## src/rtl/traffic_ctrl.sv

```systemverilog
// traffic_ctrl: three-phase traffic light sequencer with editable phase durations.
//
// Ports:
//   clk_div  in  1  single clock, one tick per cycle
//   rst      in  1  synchronous active-low reset
//   sw       in  2  mode: 00 RUN, 01 SET_Y, 10 SET_G, 11 SET_R
//   btn_inc  in  1  increment button (level, pre-synchronised)
//   btn_dec  in  1  decrement button (level, pre-synchronised)
//   led_r    out 4  current red duration
//   led_g    out 4  current green duration
//   led_y    out 4  current yellow duration
//   light    out 3  {red, yellow, green} one-hot lamp drive, 000 outside RUN
//   count    out 4  remaining ticks in the current phase
module traffic_ctrl #(
  parameter logic [3:0] DUR_G_RST = 4'd5,
  parameter logic [3:0] DUR_Y_RST = 4'd2,
  parameter logic [3:0] DUR_R_RST = 4'd4
) (
  input  logic       clk_div,
  input  logic       rst,
  input  logic [1:0] sw,
  input  logic       btn_inc,
  input  logic       btn_dec,
  output logic [3:0] led_r,
  output logic [3:0] led_g,
  output logic [3:0] led_y,
  output logic [2:0] light,
  output logic [3:0] count
);

  localparam logic [1:0] SW_RUN   = 2'b00;
  localparam logic [1:0] SW_SET_Y = 2'b01;
  localparam logic [1:0] SW_SET_G = 2'b10;
  localparam logic [1:0] SW_SET_R = 2'b11;

  typedef enum logic [1:0] {
    ST_GREEN  = 2'd0,
    ST_YELLOW = 2'd1,
    ST_RED    = 2'd2
  } state_t;

  // Durations live in 1..15; edits clamp at both ends.
  function automatic logic [3:0] sat_inc(input logic [3:0] d);
    sat_inc = (d == 4'd15) ? 4'd15 : d + 4'd1;
  endfunction

  function automatic logic [3:0] sat_dec(input logic [3:0] d);
    sat_dec = (d <= 4'd1) ? 4'd1 : d - 4'd1;
  endfunction

  logic [3:0] r_dur_g;
  logic [3:0] r_dur_y;
  logic [3:0] r_dur_r;
  logic       r_inc_q;
  logic       r_dec_q;
  logic       r_armed;
  state_t     r_state;
  logic [3:0] r_count;

  logic w_run;
  logic w_inc_press;
  logic w_dec_press;
  logic w_inc_only;
  logic w_dec_only;

  assign w_run = (sw == SW_RUN);

  // r_armed is low only in the first cycle after reset, so a button held
  // through reset release is absorbed into the history register silently.
  assign w_inc_press = btn_inc & ~r_inc_q & r_armed;
  assign w_dec_press = btn_dec & ~r_dec_q & r_armed;
  assign w_inc_only  = w_inc_press & ~w_dec_press;
  assign w_dec_only  = w_dec_press & ~w_inc_press;

  // Button history and duration editing
  always_ff @(posedge clk_div) begin
    if (!rst) begin
      r_dur_g <= DUR_G_RST;
      r_dur_y <= DUR_Y_RST;
      r_dur_r <= DUR_R_RST;
      r_inc_q <= 1'b0;
      r_dec_q <= 1'b0;
      r_armed <= 1'b0;
    end else begin
      r_inc_q <= btn_inc;
      r_dec_q <= btn_dec;
      r_armed <= 1'b1;
      case (sw)
        SW_SET_Y: begin
          if (w_inc_only)      r_dur_y <= sat_inc(r_dur_y);
          else if (w_dec_only) r_dur_y <= sat_dec(r_dur_y);
        end
        SW_SET_G: begin
          if (w_inc_only)      r_dur_g <= sat_inc(r_dur_g);
          else if (w_dec_only) r_dur_g <= sat_dec(r_dur_g);
        end
        SW_SET_R: begin
          if (w_inc_only)      r_dur_r <= sat_inc(r_dur_r);
          else if (w_dec_only) r_dur_r <= sat_dec(r_dur_r);
        end
        default: ;
      endcase
    end
  end

  // Phase FSM: SET modes park it in GREEN with a fresh green count every
  // cycle; in RUN a count of 1 (or an unexpected 0) advances the phase.
  always_ff @(posedge clk_div) begin
    if (!rst) begin
      r_state <= ST_GREEN;
      r_count <= DUR_G_RST;
    end else if (!w_run) begin
      r_state <= ST_GREEN;
      r_count <= r_dur_g;
    end else if (r_count > 4'd1) begin
      r_count <= r_count - 4'd1;
    end else begin
      case (r_state)
        ST_GREEN: begin
          r_state <= ST_YELLOW;
          r_count <= r_dur_y;
        end
        ST_YELLOW: begin
          r_state <= ST_RED;
          r_count <= r_dur_r;
        end
        ST_RED: begin
          r_state <= ST_GREEN;
          r_count <= r_dur_g;
        end
        default: begin
          r_state <= ST_GREEN;
          r_count <= r_dur_g;
        end
      endcase
    end
  end

  always_comb begin
    light = 3'b000;
    if (w_run) begin
      case (r_state)
        ST_GREEN:  light = 3'b001;
        ST_YELLOW: light = 3'b010;
        ST_RED:    light = 3'b100;
        default:   light = 3'b000;
      endcase
    end
  end

  assign led_g = r_dur_g;
  assign led_y = r_dur_y;
  assign led_r = r_dur_r;
  assign count = r_count;

endmodule

```

## config.mk

```make
export PLATFORM = sky130hd
export DESIGN_NAME = traffic_ctrl
export DESIGN_NICKNAME = d
export VERILOG_FILES = /design/src/rtl/traffic_ctrl.sv
export SDC_FILE = /design/constraint.sdc
export NUM_CORES = 1
export LEC_CHECK = 0
export BUFFER_PORTS_ARGS = -buffer_cell sky130_fd_sc_hd__buf_2
export CAP_MARGIN = 30
export CELL_PAD_IN_SITES_DETAIL_PLACEMENT = 0
export CELL_PAD_IN_SITES_GLOBAL_PLACEMENT = 2
export CORE_UTILIZATION = 36
export CTS_BUF_LIST = sky130_fd_sc_hd__clkbuf_8
export CTS_CLUSTER_DIAMETER = 30
export DETAILED_ROUTE_END_ITERATION = 7
export PLACE_DENSITY = 0.85
export SLEW_MARGIN = 20
export SYNTH_ARGS = -nofsm -noshare
export SYNTH_HDL_FRONTEND = slang
export SYNTH_SLANG_ARGS = --single-unit
```

## constraint.sdc

```tcl
create_clock -name clk_div -period 3.05 [get_ports clk_div]
set_clock_uncertainty 0.2 [all_clocks]
set_input_delay 0.61 -clock clk_div [delete_from_list [all_inputs] [get_ports clk_div]]
set_output_delay 0.61 -clock clk_div [all_outputs]
set_load 0.01 [all_outputs]
```

# == After elaboration in Yosys (flattened, before gate mapping) ==
# Index checks and enable logic that the tools add are counted.
# totals
register_bits,21
mem_count,0
mem_bits_ro,0
input_bits,6
latch_bits,0
ramBits,0
word_cells,63
# classes
shifts,0
muxes,19
mul,0
order_cmp,4
eq_ne,8
div,0
add_sub_neg,7
bitwise_logic,10
reduce_logical,7
# op_table
op,n
4-bit two-way mux,14
"4-bit by 1-bit subtractor with 4-bit output, second input constant",4
"4-bit by 1-bit adder with 4-bit output, second input constant",3
"4-bit == test, second input constant",3
"4-bit by 1-bit less-or-equal comparator with 1-bit output, second input constant",3
3-bit one-hot mux with 3 select lines,1
4-bit one-hot mux with 2 select lines,1
2-bit AND reduction,4
1-bit bitwise AND,6
"2-bit == test, second input constant",3
"2-bit by 1-bit == test with 1-bit output, second input constant",2
"4-bit by 1-bit greater-than comparator with 1-bit output, second input constant",1
2-bit zero test,2
1-bit inverter,4
2-bit one-hot mux with 2 select lines,1
3-bit two-way mux,1
2-bit nonzero test,1
1-bit two-way mux,1

# == Depth between registers and ports, before layout ==
# depth
word_depth,7
ltp_mapped,8
depth_no_buf,7

# == Worst setup path after synthesis ==
# Ideal clock, no wire load.
# synth_timing
path_kind,input to output
from,input port sw[1]
to,output port light[0]
setup_slack_ps,805
t_arrival_ps,1435
cell_stages,4
cell_sequence,buf_4 or2_2 clkbuf_1 nor3_1
# synth_between
elab_chain_cells,2
# synth_lines
element,line_no,source
start: declaration,21,"input logic [1:0] sw,"
2-bit zero test,66,assign w_run = (sw == SW_RUN);
3-bit two-way mux,141,if (w_run) begin
end: declaration,27,"output logic [2:0] light,"
# Every way passes these cells.

# == Worst setup path after layout ==
# layout_timing
from,input port sw[1]
to,output port light[2]
# Same word-level chain as after synthesis.

==> impl_results.md <==
* Sequential area share after synthesis at 0.278
* CP required at 2.24 ns
* Clock Power Share at 0.313
* Row count at 23
* First-pass GRT wire length at 6580 µm
* Avg Inst Size Synth at 7.78 µm²
* Slew Viols, Final at 0
* CTS tree: built
* IO Pins at 25
* DP Area at 1650 µm²
* Final Hold Viols at 0
* Setup TNS Final at 0 ns
* Type of the worst setup path: input pin to primary output
* P_leak at 0.667 nW
* FF+latch count, synth at 21
* Effective utilization at floorplan at 0.378
* Layout net count at 229
* Cts repair resizes at 0
* CTS clock-pin slew for the worst setup and hold paths at 0.08 ns
* Startpoint types: input pin
* CP Cell Sequence: buf_2 -> or2_2 -> nor3_1 -> buf_2
* Residual DRC count at 0
* Initial antenna violation count at 0
* Dominant synthesized flop cell: dfxtp_1
* Post-route ant nets at 0
* Reg2reg setup slack at 0.93 ns
* Fill count at 416
* Layout cell share with drive strength beyond 1 at 0.181
* Synth-to-Final Area Change at 12.0%
* Syn_nets at 212
* Final cycle utilization of the critical path at 0.730
* Net Sw Frac at 0.306
* Post-synth EDFFs at 0
* CP Capture Type: primary output
* H-Tree Level Count at 1
* CP Buf/Inv Count at 2
* Data arrival, critical path at 1.42 ns
* Via count at 1,472
* Final Wtd Congestion at 0.815
* Syn. warnings at 0
* Worst vdd ir at 0.000152 V
* Clk root buf: clkbuf_8
* Power Dens Cells at 363 nW/µm²
* Port Buf Inserts at 24
* Max-cap violations at 0
* P_sw at 0.188 mW
* Yosys top cell by area: dfxtp_1
* Synth cell types at 47
* RSZ-0062 raised after global routing: no
* GRT Total Usage at 0.195
* Detailed Place HPWL at 2940 µm
* Critical-path top delay cell: or2_2
* CTS max path bufs at 2
* DIE HEIGHT at 66.8 µm
* Comb power frac at 0.193
* Flop pwr share at 0.494
* Mapped Area at 1510 µm²
* Core Footprint at 4000 µm²
* CTS Buf Count at 3
* Die footprint at 4460 µm²
* Worst-path fanout max at 8
* DRT iter0 DRCs at 57
* Yosys top cell area share at 0.278
* Async SR Flop Fraction at 0
* Routed WL at 3980 µm
* Top post-synthesis cells by area: dfxtp_1 (28%), ha_1 (9.9%), o21ai_0 (5.3%)
* Worst slew pin tran at 0.618 ns
* Vias per cell at 5.66
* Slew headroom at 0.587
* Fmax at 449 MHz
* Multi-input gate area at 978 µm²
* Cells after synthesis at 194
* Hold Crit Class: input pin to flop
* Period minus WS final at 2.23 ns
* Top cell by count, worst path: buf_2
* Internal power at 0.425 mW
* Final setup violating endpoints at 0
* Grt total ovfl at 0
* CTS Sinks at 21
* Clock Latency Late Sink at 0.26 ns
* Crit-path leading delay family: simple AND/OR/NAND/NOR gates
* Status: complete, no violations
* Largest net degree at the start of global routing at 20
* Vias in the first global route at 1,432
* Cts-stage hold buffer count at 0
* Antenna diodes at 0
* Max incr delay on CP at 0.36 ns
* Die width at 66.8 µm
* WL per Instance at 15.3 µm
* Sequential cell area at 420 µm²
* Total setup buffers inserted after CTS at 0
* Final Cell Area at 1690 µm²
* 1st-pass router iterations at 4
==> Yosys cell counts, types with 2 or more instances <==
cell       instances
buf_2              2
a21oi_1           13
o31a_1             2
nand3b_1           3
clkbuf_1          10
nor2b_1            2
and2_1             4
nand2b_1           2
and3_1             2
o31ai_1            2
nor3b_1            5
xnor2_1            2
a31oi_1            8
o21ai_0           16
nor3_1             8
nand3_1            6
inv_1             15
nand2_1           12
nor2_1            12
or2_2              4
dfxtp_1           21
nand4_1            4
ha_1              12
o2111ai_1          4
==> layout by cell type, fill, tap and decap left out, drive strengths merged, types with 2 or more instances in the layout <==
cell	n
nand4	4
nand2b	2
xnor2	2
o21ai	16
nor2b	2
inv	15
a21oi	13
nor3b	6
buf	25
clkbuf	3
o31ai	2
ha	12
or2	4
nand3	6
nor3	8
o2111ai	4
o31a	2
nor2	12
dfxtp	21
nand3b	3
and2	4
nand2	12
a31oi	8
and3	2
==> cell families (layout without fill, tap and decap cells) <==
logic type / after synthesis / count (layout) / synth area share
compound gates: 60 / 60 / 0.262
xor+xnor: 2 / 2 / 0.0116
fa+ha+maj: 12 / 12 / 0.0994
buf+inv: 28 / 44 / 0.0737
flops: 21 / 21 / 0.278
mux: 1 / 1 / 0.00663
simple gates: 70 / 70 / 0.268
==> per-layer routing <==
metal | global-route usage | up-vias | share of wire
met5 | 0 | - | 0
met4 | 0.0745 | 0 | 0.013
met3 | 0.0308 | 5 | 0.043
met2 | 0.317 | 32 | 0.45
met1 | 0.256 | 695 | 0.49
li1 | - | 740 | -
==> power by group through the flow <==
stage / sequential, mW / clock [mW] / combinational, mW
6_report: 0.303 / 0.192 / 0.119
5_1_grt: 0.305 / 0.206 / 0.134
4_1_cts: 0.303 / 0.195 / 0.119
3_5_place_dp: 0.309 / 0 / 0.118
3_3_place_gp: 0.308 / 0 / 0.116
2_1_floorplan: 0.307 / 0 / 0.0839
==> flip-flops by register name, summed over array words and instances (netlist names) <==
register,count
led_y,4
r_state,2
count,4
r_inc_q,1
led_g,4
r_armed,1
r_dec_q,1
led_r,4
==> path summary, 6_finish.rpt <==
| check | startpoint | to | cells past startpoint |
|---|---|---|---|
| setup / recovery | sw[1] | light[2] | 4 |
| hold / removal | btn_inc | r_inc_q | 2 |
| setup reg to reg | r_dec_q | led_y[3] | 6 |
| hold reg to reg | r_state[1] | r_state[1] | 2 |
==> area by class of cell <==
type | count | share of cell area
multi-input combinational | 145 | 0.578
inverter | 15 | 0.0333
clock inverter | 1 | 0.00296
clock buffer | 3 | 0.0244
timing repair buffer | 25 | 0.0754
sequential | 21 | 0.249
tap | 50 | 0.0370
==> stage by stage <==
step	hold slack, ns	util	cells	total power, mW	setup slack [ns]
floorplan	0.344	-	194	0.391	0.805
CTS	0.349	0.423	260	0.617	0.833
finish	0.358	0.423	260	0.613	0.824
global route	0.368	0.423	260	0.645	0.693
detailed placement	0.357	0.411	256	0.427	0.608
global placement	0.343	0.411	256	0.424	0.672
No activity file was read; power rests on OpenSTA's default activity.
